[src/rtl/score_pkg.sv]
// Shared types and BCD helper for the score arbiter.
package score_pkg;

    localparam int unsigned N_SRC = 4;
    localparam int unsigned DIG_W = 4;

    typedef logic [DIG_W-1:0] bcd_digit_t;

    typedef enum logic [1:0] {
        ST_IDLE = 2'd0,
        ST_ADD  = 2'd1,
        ST_DONE = 2'd2
    } state_e;

    // One BCD digit add; result is {carry_out, sum_digit}.
    function automatic logic [DIG_W:0] bcd_digit_add(input bcd_digit_t a,
                                                     input bcd_digit_t b,
                                                     input logic       cin);
        logic [DIG_W:0] s;
        s = {1'b0, a} + {1'b0, b} + {{DIG_W{1'b0}}, cin};
        if (s > 5'd9) bcd_digit_add = {1'b1, 4'(s - 5'd10)};
        else          bcd_digit_add = {1'b0, s[DIG_W-1:0]};
    endfunction

endpackage

[src/rtl/score_arbiter_if.sv]
// Event-request / score bus between game logic (master) and the arbiter (slave).
interface score_arbiter_if;
    logic                        clear;
    logic [score_pkg::N_SRC-1:0] req;
    logic [15:0]                 score_bcd;
    logic [score_pkg::N_SRC-1:0] grant;
    logic                        busy;
    logic                        add_done;
    logic                        drop;
    logic                        sat;

    modport master (output clear, req,
                    input  score_bcd, grant, busy, add_done, drop, sat);
    modport slave  (input  clear, req,
                    output score_bcd, grant, busy, add_done, drop, sat);
endinterface

[src/rtl/rr_pick4.sv]
// Combinational round-robin picker: first set mask bit at or above the pointer, modulo 4.
module rr_pick4
    import score_pkg::*;
(
    input  logic [N_SRC-1:0] i_mask,
    input  logic [1:0]       i_ptr,
    output logic [N_SRC-1:0] o_grant_c,
    output logic             o_valid_c
);

    logic [1:0] w_idx;

    // Walk from the farthest offset down so the nearest candidate wins.
    always_comb begin
        o_grant_c = '0;
        o_valid_c = 1'b0;
        w_idx     = '0;
        for (int k = N_SRC - 1; k >= 0; k--) begin
            w_idx = i_ptr + 2'(k);
            if (i_mask[w_idx]) begin
                o_grant_c        = '0;
                o_grant_c[w_idx] = 1'b1;
                o_valid_c        = 1'b1;
            end
        end
    end

endmodule

[src/rtl/score_arbiter.sv]
// Round-robin BCD score adder shared by four event sources.
// SCORE_ARB_SAT_EN: clamp at 9999 on overflow instead of wrapping.
module score_arbiter
    import score_pkg::*;
#(
    parameter logic [15:0] W0     = 16'h0001,
    parameter logic [15:0] W1     = 16'h0005,
    parameter logic [15:0] W2     = 16'h0050,
    parameter logic [15:0] W3     = 16'h0100,
    parameter int unsigned PEND_W = 3
) (
    input  logic                  CLK_50M,
    input  logic                  RSTn,
    score_arbiter_if.slave        bus
);

`ifdef SCORE_ARB_SAT_EN
    localparam bit SAT_EN = 1'b1;
`else
    localparam bit SAT_EN = 1'b0;
`endif

    state_e            r_state, w_state_nxt;
    logic [N_SRC-1:0]  r_req_q, r_grant;
    logic [PEND_W-1:0] r_pend     [N_SRC];
    logic [PEND_W-1:0] w_pend_nxt [N_SRC];
    logic [1:0]        r_ptr, r_dig, w_gidx, w_pick_ptr;
    logic              r_carry, r_busy, r_add_done, r_drop, r_sat;
    logic [15:0]       r_score, w_weight;
    logic [N_SRC-1:0]  w_rise, w_dec, w_nz_now, w_nz_nxt, w_pick_mask, w_pick;
    logic              w_pick_vld, w_drop_set, w_hold;
    logic [DIG_W:0]    w_sum;

    assign w_rise = bus.req & ~r_req_q;
    assign w_dec  = (r_state == ST_DONE) ? r_grant : '0;
    assign w_hold = SAT_EN && r_sat;

    // Pending counters: rising edges queue, DONE retires; a coincident pair cancels.
    always_comb begin
        w_drop_set = 1'b0;
        for (int i = 0; i < N_SRC; i++) begin
            w_pend_nxt[i] = r_pend[i];
            if (w_rise[i] && !w_dec[i]) begin
                if (&r_pend[i]) w_drop_set = 1'b1;
                else            w_pend_nxt[i] = r_pend[i] + PEND_W'(1);
            end else if (w_dec[i] && !w_rise[i]) begin
                w_pend_nxt[i] = r_pend[i] - PEND_W'(1);
            end
            w_nz_now[i] = |r_pend[i];
            w_nz_nxt[i] = |w_pend_nxt[i];
        end
    end

    always_comb begin
        w_gidx = '0;
        for (int i = 0; i < N_SRC; i++) begin
            if (r_grant[i]) w_gidx = 2'(i);
        end
    end

    always_comb begin
        case (r_grant)
            4'b0001: w_weight = W0;
            4'b0010: w_weight = W1;
            4'b0100: w_weight = W2;
            4'b1000: w_weight = W3;
            default: w_weight = '0;
        endcase
    end

    // DONE re-arbitrates on the post-retire counts, starting just past the finished source.
    assign w_pick_mask = (r_state == ST_DONE) ? w_nz_nxt : w_nz_now;
    assign w_pick_ptr  = (r_state == ST_DONE) ? w_gidx + 2'd1 : r_ptr;

    rr_pick4 u_pick (
        .i_mask    (w_pick_mask),
        .i_ptr     (w_pick_ptr),
        .o_grant_c (w_pick),
        .o_valid_c (w_pick_vld)
    );

    assign w_sum = bcd_digit_add(r_score[{r_dig, 2'b00} +: 4],
                                 w_weight[{r_dig, 2'b00} +: 4], r_carry);

    always_ff @(posedge CLK_50M or negedge RSTn) begin
        if (!RSTn) r_state <= ST_IDLE;
        else       r_state <= w_state_nxt;
    end

    always_comb begin
        w_state_nxt = r_state;
        case (r_state)
            ST_IDLE: if (w_pick_vld) w_state_nxt = ST_ADD;
            ST_ADD:  if (r_dig == 2'd3) w_state_nxt = ST_DONE;
            ST_DONE: w_state_nxt = w_pick_vld ? ST_ADD : ST_IDLE;
            default: w_state_nxt = ST_IDLE;
        endcase
        if (bus.clear) w_state_nxt = ST_IDLE;
    end

    always_ff @(posedge CLK_50M or negedge RSTn) begin
        if (!RSTn) begin
            r_req_q    <= '0;
            r_grant    <= '0;
            r_ptr      <= '0;
            r_dig      <= '0;
            r_carry    <= 1'b0;
            r_score    <= '0;
            r_busy     <= 1'b0;
            r_add_done <= 1'b0;
            r_drop     <= 1'b0;
            r_sat      <= 1'b0;
            for (int i = 0; i < N_SRC; i++) r_pend[i] <= '0;
        end else begin
            r_req_q    <= bus.req;
            r_busy     <= (w_state_nxt != ST_IDLE);
            r_add_done <= (w_state_nxt == ST_DONE);
            if (bus.clear) begin
                r_grant <= '0;
                r_dig   <= '0;
                r_carry <= 1'b0;
                r_score <= '0;
                r_drop  <= 1'b0;
                r_sat   <= 1'b0;
                for (int i = 0; i < N_SRC; i++) r_pend[i] <= '0;
            end else begin
                r_pend <= w_pend_nxt;
                if (w_drop_set) r_drop <= 1'b1;
                case (r_state)
                    ST_IDLE: begin
                        if (w_pick_vld) r_grant <= w_pick;
                        r_dig   <= '0;
                        r_carry <= 1'b0;
                    end
                    ST_ADD: begin
                        r_dig   <= r_dig + 2'd1;
                        r_carry <= w_sum[DIG_W];
                        if (!w_hold) r_score[{r_dig, 2'b00} +: 4] <= w_sum[DIG_W-1:0];
                        if (r_dig == 2'd3 && w_sum[DIG_W]) begin
                            r_sat <= 1'b1;
                            if (SAT_EN) r_score <= 16'h9999;
                        end
                    end
                    ST_DONE: begin
                        r_ptr   <= w_gidx + 2'd1;
                        r_grant <= w_pick_vld ? w_pick : '0;
                        r_dig   <= '0;
                        r_carry <= 1'b0;
                    end
                    default: r_grant <= '0;
                endcase
            end
        end
    end

    assign bus.score_bcd = r_score;
    assign bus.grant     = r_grant;
    assign bus.busy      = r_busy;
    assign bus.add_done  = r_add_done;
    assign bus.drop      = r_drop;
    assign bus.sat       = r_sat;

endmodule
[src/flat_wrapper.sv]
// flat-port wrapper written by rule: the top's interface ports become plain ports
module score_arbiter_flat import score_pkg::*;
#(
    parameter logic [15:0] W0     = 16'h0001,
    parameter logic [15:0] W1     = 16'h0005,
    parameter logic [15:0] W2     = 16'h0050,
    parameter logic [15:0] W3     = 16'h0100,
    parameter int unsigned PEND_W = 3
)
  (CLK_50M, RSTn, bus_clear, bus_req, bus_score_bcd, bus_grant, bus_busy, bus_add_done, bus_drop, bus_sat);
  score_arbiter_if bus_i ();
  input  logic CLK_50M;
  input  logic RSTn;
  input wire logic [$bits(bus_i.clear)-1:0] bus_clear;
  input wire logic [$bits(bus_i.req)-1:0] bus_req;
  output wire logic [$bits(bus_i.score_bcd)-1:0] bus_score_bcd;
  output wire logic [$bits(bus_i.grant)-1:0] bus_grant;
  output wire logic [$bits(bus_i.busy)-1:0] bus_busy;
  output wire logic [$bits(bus_i.add_done)-1:0] bus_add_done;
  output wire logic [$bits(bus_i.drop)-1:0] bus_drop;
  output wire logic [$bits(bus_i.sat)-1:0] bus_sat;
  assign bus_i.clear = bus_clear;
  assign bus_i.req = bus_req;
  assign bus_score_bcd = bus_i.score_bcd;
  assign bus_grant = bus_i.grant;
  assign bus_busy = bus_i.busy;
  assign bus_add_done = bus_i.add_done;
  assign bus_drop = bus_i.drop;
  assign bus_sat = bus_i.sat;
  score_arbiter #(.W0(W0), .W1(W1), .W2(W2), .W3(W3), .PEND_W(PEND_W)) u_core (.CLK_50M(CLK_50M), .RSTn(RSTn), .bus(bus_i));
endmodule
[config.mk]
export PLATFORM = sky130hd
export DESIGN_NAME = score_arbiter_flat
export DESIGN_NICKNAME = d
export VERILOG_FILES = /design/src/rtl/score_pkg.sv /design/src/rtl/score_arbiter_if.sv /design/src/rtl/rr_pick4.sv /design/src/rtl/score_arbiter.sv /design/src/flat_wrapper.sv
export SDC_FILE = /design/constraint.sdc
export NUM_CORES = 1
export LEC_CHECK = 0
export ABC_CLOCK_PERIOD_IN_PS = 3820
export CAP_MARGIN = 30
export CORE_MARGIN = 4
export CORE_UTILIZATION = 40
export DETAILED_ROUTE_END_ITERATION = 8
export SLEW_MARGIN = 0
export SYNTH_ARGS = -nofsm -noshare
export SYNTH_HDL_FRONTEND = slang
export SYNTH_SLANG_ARGS = --single-unit
[constraint.sdc]
create_clock -name CLK_50M -period 3.82 [get_ports CLK_50M]
set_clock_uncertainty 0.2 [all_clocks]
set_input_delay 0.764 -clock CLK_50M [delete_from_list [all_inputs] [get_ports CLK_50M]]
set_output_delay 0.764 -clock CLK_50M [all_outputs]
set_load 0.05 [all_outputs]
==> results.md <==
* CP max FO at 12
* Cells after synthesis at 377
* Die footprint at 9830 sq um
* Fin crit share at 91.1%
* CTS H-tree lvls at 2
* Vias in the first global route at 2901
* Status: finished, final reports clean
* Final Hold Viols at 0
* FFs w/ async S/R, synth at 100%
* Mean Syn Cell Area at 8.81 sq um
* Routed wire per std cell at 15.3 um
* Std-Cell Rows at 32
* Critical path class: input port to register
* Worst vdd ir at 0.000200 V
* Critical Path RT at 3.84 ns
* Nets@finish at 450
* Max Clock Freq at 0.287 GHz
* Via count at 2895
* Gr ovfl total at 0
* Slew Limit Fails at 0
* Number of CTS-inserted buffers at 5
* Crit. Startpoint: bus_req[0]
* CP endpoint kind: register
* Ant. Diodes at 0
* Pwr Density at 425 nW/um^2
* Routed Antenna Nets at 0
* Final core utilization at 50.3%
* Die H at 99.1 um
* P&R area growth vs syn at 19.5%
* Vias per cell at 5.57
* HPWL Detailed at 5880 um
* All-Layer GR Usage at 16.8%
* Core ar. at 7890 sq um
* CTS sink count at 47
* Synth unique cells at 56
* Hold Crit Class: input port to async pin
* Multi-input gate area at 1970 sq um
* Tmin final at 3.48 ns
* GP Congestion at 0.824
* Net Count, Synth at 410
* Max-cap viol count at 0
* Final Cell Area at 3970 sq um
* Worst path arrival time at 3.50 ns
* DR pass1 iterations at 4
* FF+latch count, synth at 47
* Sequential Area at 1180 sq um
* Layout fillers at 747
* Worst r2r src: u_core.r_dig[0]$_DFFE_PN0P_
* Sequential share of the synthesized area at 35.4%
* Layout cell share with drive strength beyond 1 at 10.0%
* Worst slew margin at 57.9%
* Number of port buffers at 30
* Worst slew pin tran at 0.632 ns
* # setup viols final at 0
* DRC at 0
* Post-CTS Hold Buffers at 0
* Root buffer cell: clkbuf_8
* Clk_lat worst skew at 0.30 ns
* Lkg Pwr at 1.78 nW
* Worst-path clk slew at 0.09 ns
* Detailed Route Iter0 Violations at 163
* Main flop type after synthesis: dfrtp_1
* Layout Cells excl Fill at 520
* TritonCTS clock tree: yes
* Placed cell area at 3820 sq um
* Largest net degree at the start of global routing at 39
* CP Launch Type: input port
* Routed Wire Length at 7950 um
* Initial Util at 42.1%
* Number of synthesis warnings at 0
* Die Wd at 99.1 um
* Ports at 31
* Post-synth EDFFs at 0
* Global-route wire length before repair at 13700 um
* Dpl cells at 512
* Max clock buf depth at 2
* Area of the mapped netlist at 3320 sq um
* Overall power at 0.00169 W
* Initial antenna violation count at 0
==> what timing repair did <==
action	4_1_cts	5_1_grt
gates resized for setup	0	4
hold endpoints to repair	0	0
buffers inserted	0	0
setup endpoints to repair	0	12
==> critical path, cell delays in order <==
cell and delay (ns):
clkdlybuf4s50_1 0.49, and2b_1 0.23, nor2_1 0.10, or4_1 0.47, o211ai_1 0.11, a31oi_1 0.24
o41a_1 0.59, a311o_1 0.37, a31oi_1 0.14
==> through the flow <==
stage	hold WS (ns)	setup TNS (ns)	worst slack (ns)
after floorplan	0.268	0	0.253
after global placement	0.290	0	0.111
after detailed placement	0.296	0	0.0400
after CTS	0.130	0	0.147
after global routing	0.142	-0.00662	-0.00556
final	0.130	0	0.338
==> power breakdown <==
group	internal, W	total, W	switching, W
sequential	0.000532	0.000585	0.0000529
clock	0.000261	0.000441	0.000180
combinational	0.000268	0.000660	0.000392
==> synthesized netlist by cell type (3+ instances only) <==
cell,instances,area [sq um]
nand2b_1,6,37.5
nor2b_1,7,43.8
nand2_1,39,146
o31a_1,5,43.8
mux2i_1,6,60.1
o211ai_1,4,30.0
o21ai_0,19,95.1
a221o_1,3,30.0
nor2_1,38,143
inv_1,30,113
dfrtp_1,47,1180
nand3_1,3,15.0
nor4b_1,3,26.3
clkbuf_1,8,30.0
ha_1,25,313
a31oi_1,8,50.1
nor3b_1,4,30.0
nor3_1,11,55.1
a311oi_1,3,26.3
a21oi_1,38,190
xnor2_1,9,78.8
a41oi_1,3,26.3
mux4_2,4,90.1
a22oi_1,4,30.0
a21o_1,5,37.5
==> cell type report <==
type / count / area share, %
multi-input combinational: 285 / 49.7
sequential: 47 / 29.7
timing repair buffer: 48 / 11.2
tap: 102 / 3.22
inverter: 30 / 2.84
clock buffer: 5 / 1.73
clock inverter: 3 / 1.70
==> metal layers <==
metal / vias up / track usage (%) / routed length (um) / share of wire [%]
li1: 1427 / - / - / -
met5: - / 0 / 0 / 0
met4: 0 / 4.52 / 111 / 1.4
met2: 68 / 26.6 / 3660 / 46
met3: 10 / 2.95 / 291 / 3.7
met1: 1390 / 23.6 / 3890 / 49
==> placed cells by master (no fill, tap or decap), types with 3 or more instances in the layout <==
cell type / Yosys / routed
dfrtp_1: 47 / 45
nand2_1: 39 / 39
nor2_1: 38 / 38
a21oi_1: 38 / 38
inv_1: 30 / 30
clkdlybuf4s50_1: 0 / 29
ha_1: 25 / 25
o21ai_0: 19 / 19
buf_4: 0 / 17
nor3_1: 11 / 11
xnor2_1: 9 / 8
a31oi_1: 8 / 8
nor2b_1: 7 / 7
nand2b_1: 6 / 6
mux2i_1: 6 / 6
o31a_1: 5 / 5
a21o_1: 5 / 5
clkbuf_8: 0 / 5
nor3b_1: 4 / 4
o211ai_1: 4 / 4
mux4_2: 4 / 4
a41oi_1: 3 / 3
a221o_1: 3 / 3
nand3_1: 3 / 3
nor4b_1: 3 / 3
a311oi_1: 3 / 3
a22oi_1: 4 / 3
==> final timing paths <==
kind                                                        end  slack [ns]  cells past startpoint
max in group asynchronous           u_core.r_dig[0]$_DFFE_PN0P_        2.80                      2
hold / removal                       u_core.r_pend[6]$_DFF_PN0_        0.13                      1
setup / recovery                u_core.bus.grant[3]$_DFFE_PN0P_        0.34                      9
hold reg to reg            u_core.bus.score_bcd[12]$_DFFE_PN0P_        0.32                      2
min in group CLK_50M       u_core.bus.score_bcd[12]$_DFFE_PN0P_        0.32                      2
setup reg to reg            u_core.bus.score_bcd[2]$_DFFE_PN0P_        0.41                     18
==> sequential cells by signal, indices dropped and copies added (netlist names) <==
register	count
u_core.bus.add_done	1
u_core.bus.busy	1
u_core.bus.drop	1
u_core.bus.grant	4
u_core.bus.sat	1
u_core.bus.score_bcd	16
u_core.r_carry	1
u_core.r_dig	2
u_core.r_pend	12
u_core.r_ptr	2
u_core.r_req_q	4
u_core.r_state	2
==> kinds of logic after synthesis <==
family / count (synthesis) / share of synthesized area [%]
DFF: 47 / 35.4
buffers and inverters: 45 / 5.65
xor gates and xnor gates: 10 / 2.64
adders and majority gates: 26 / 10.0
muxes: 12 / 5.20
AOI/OAI and AO/OA: 111 / 22.1
and+or+nand+nor: 126 / 19.0
(Power assumes the default switching activity.)
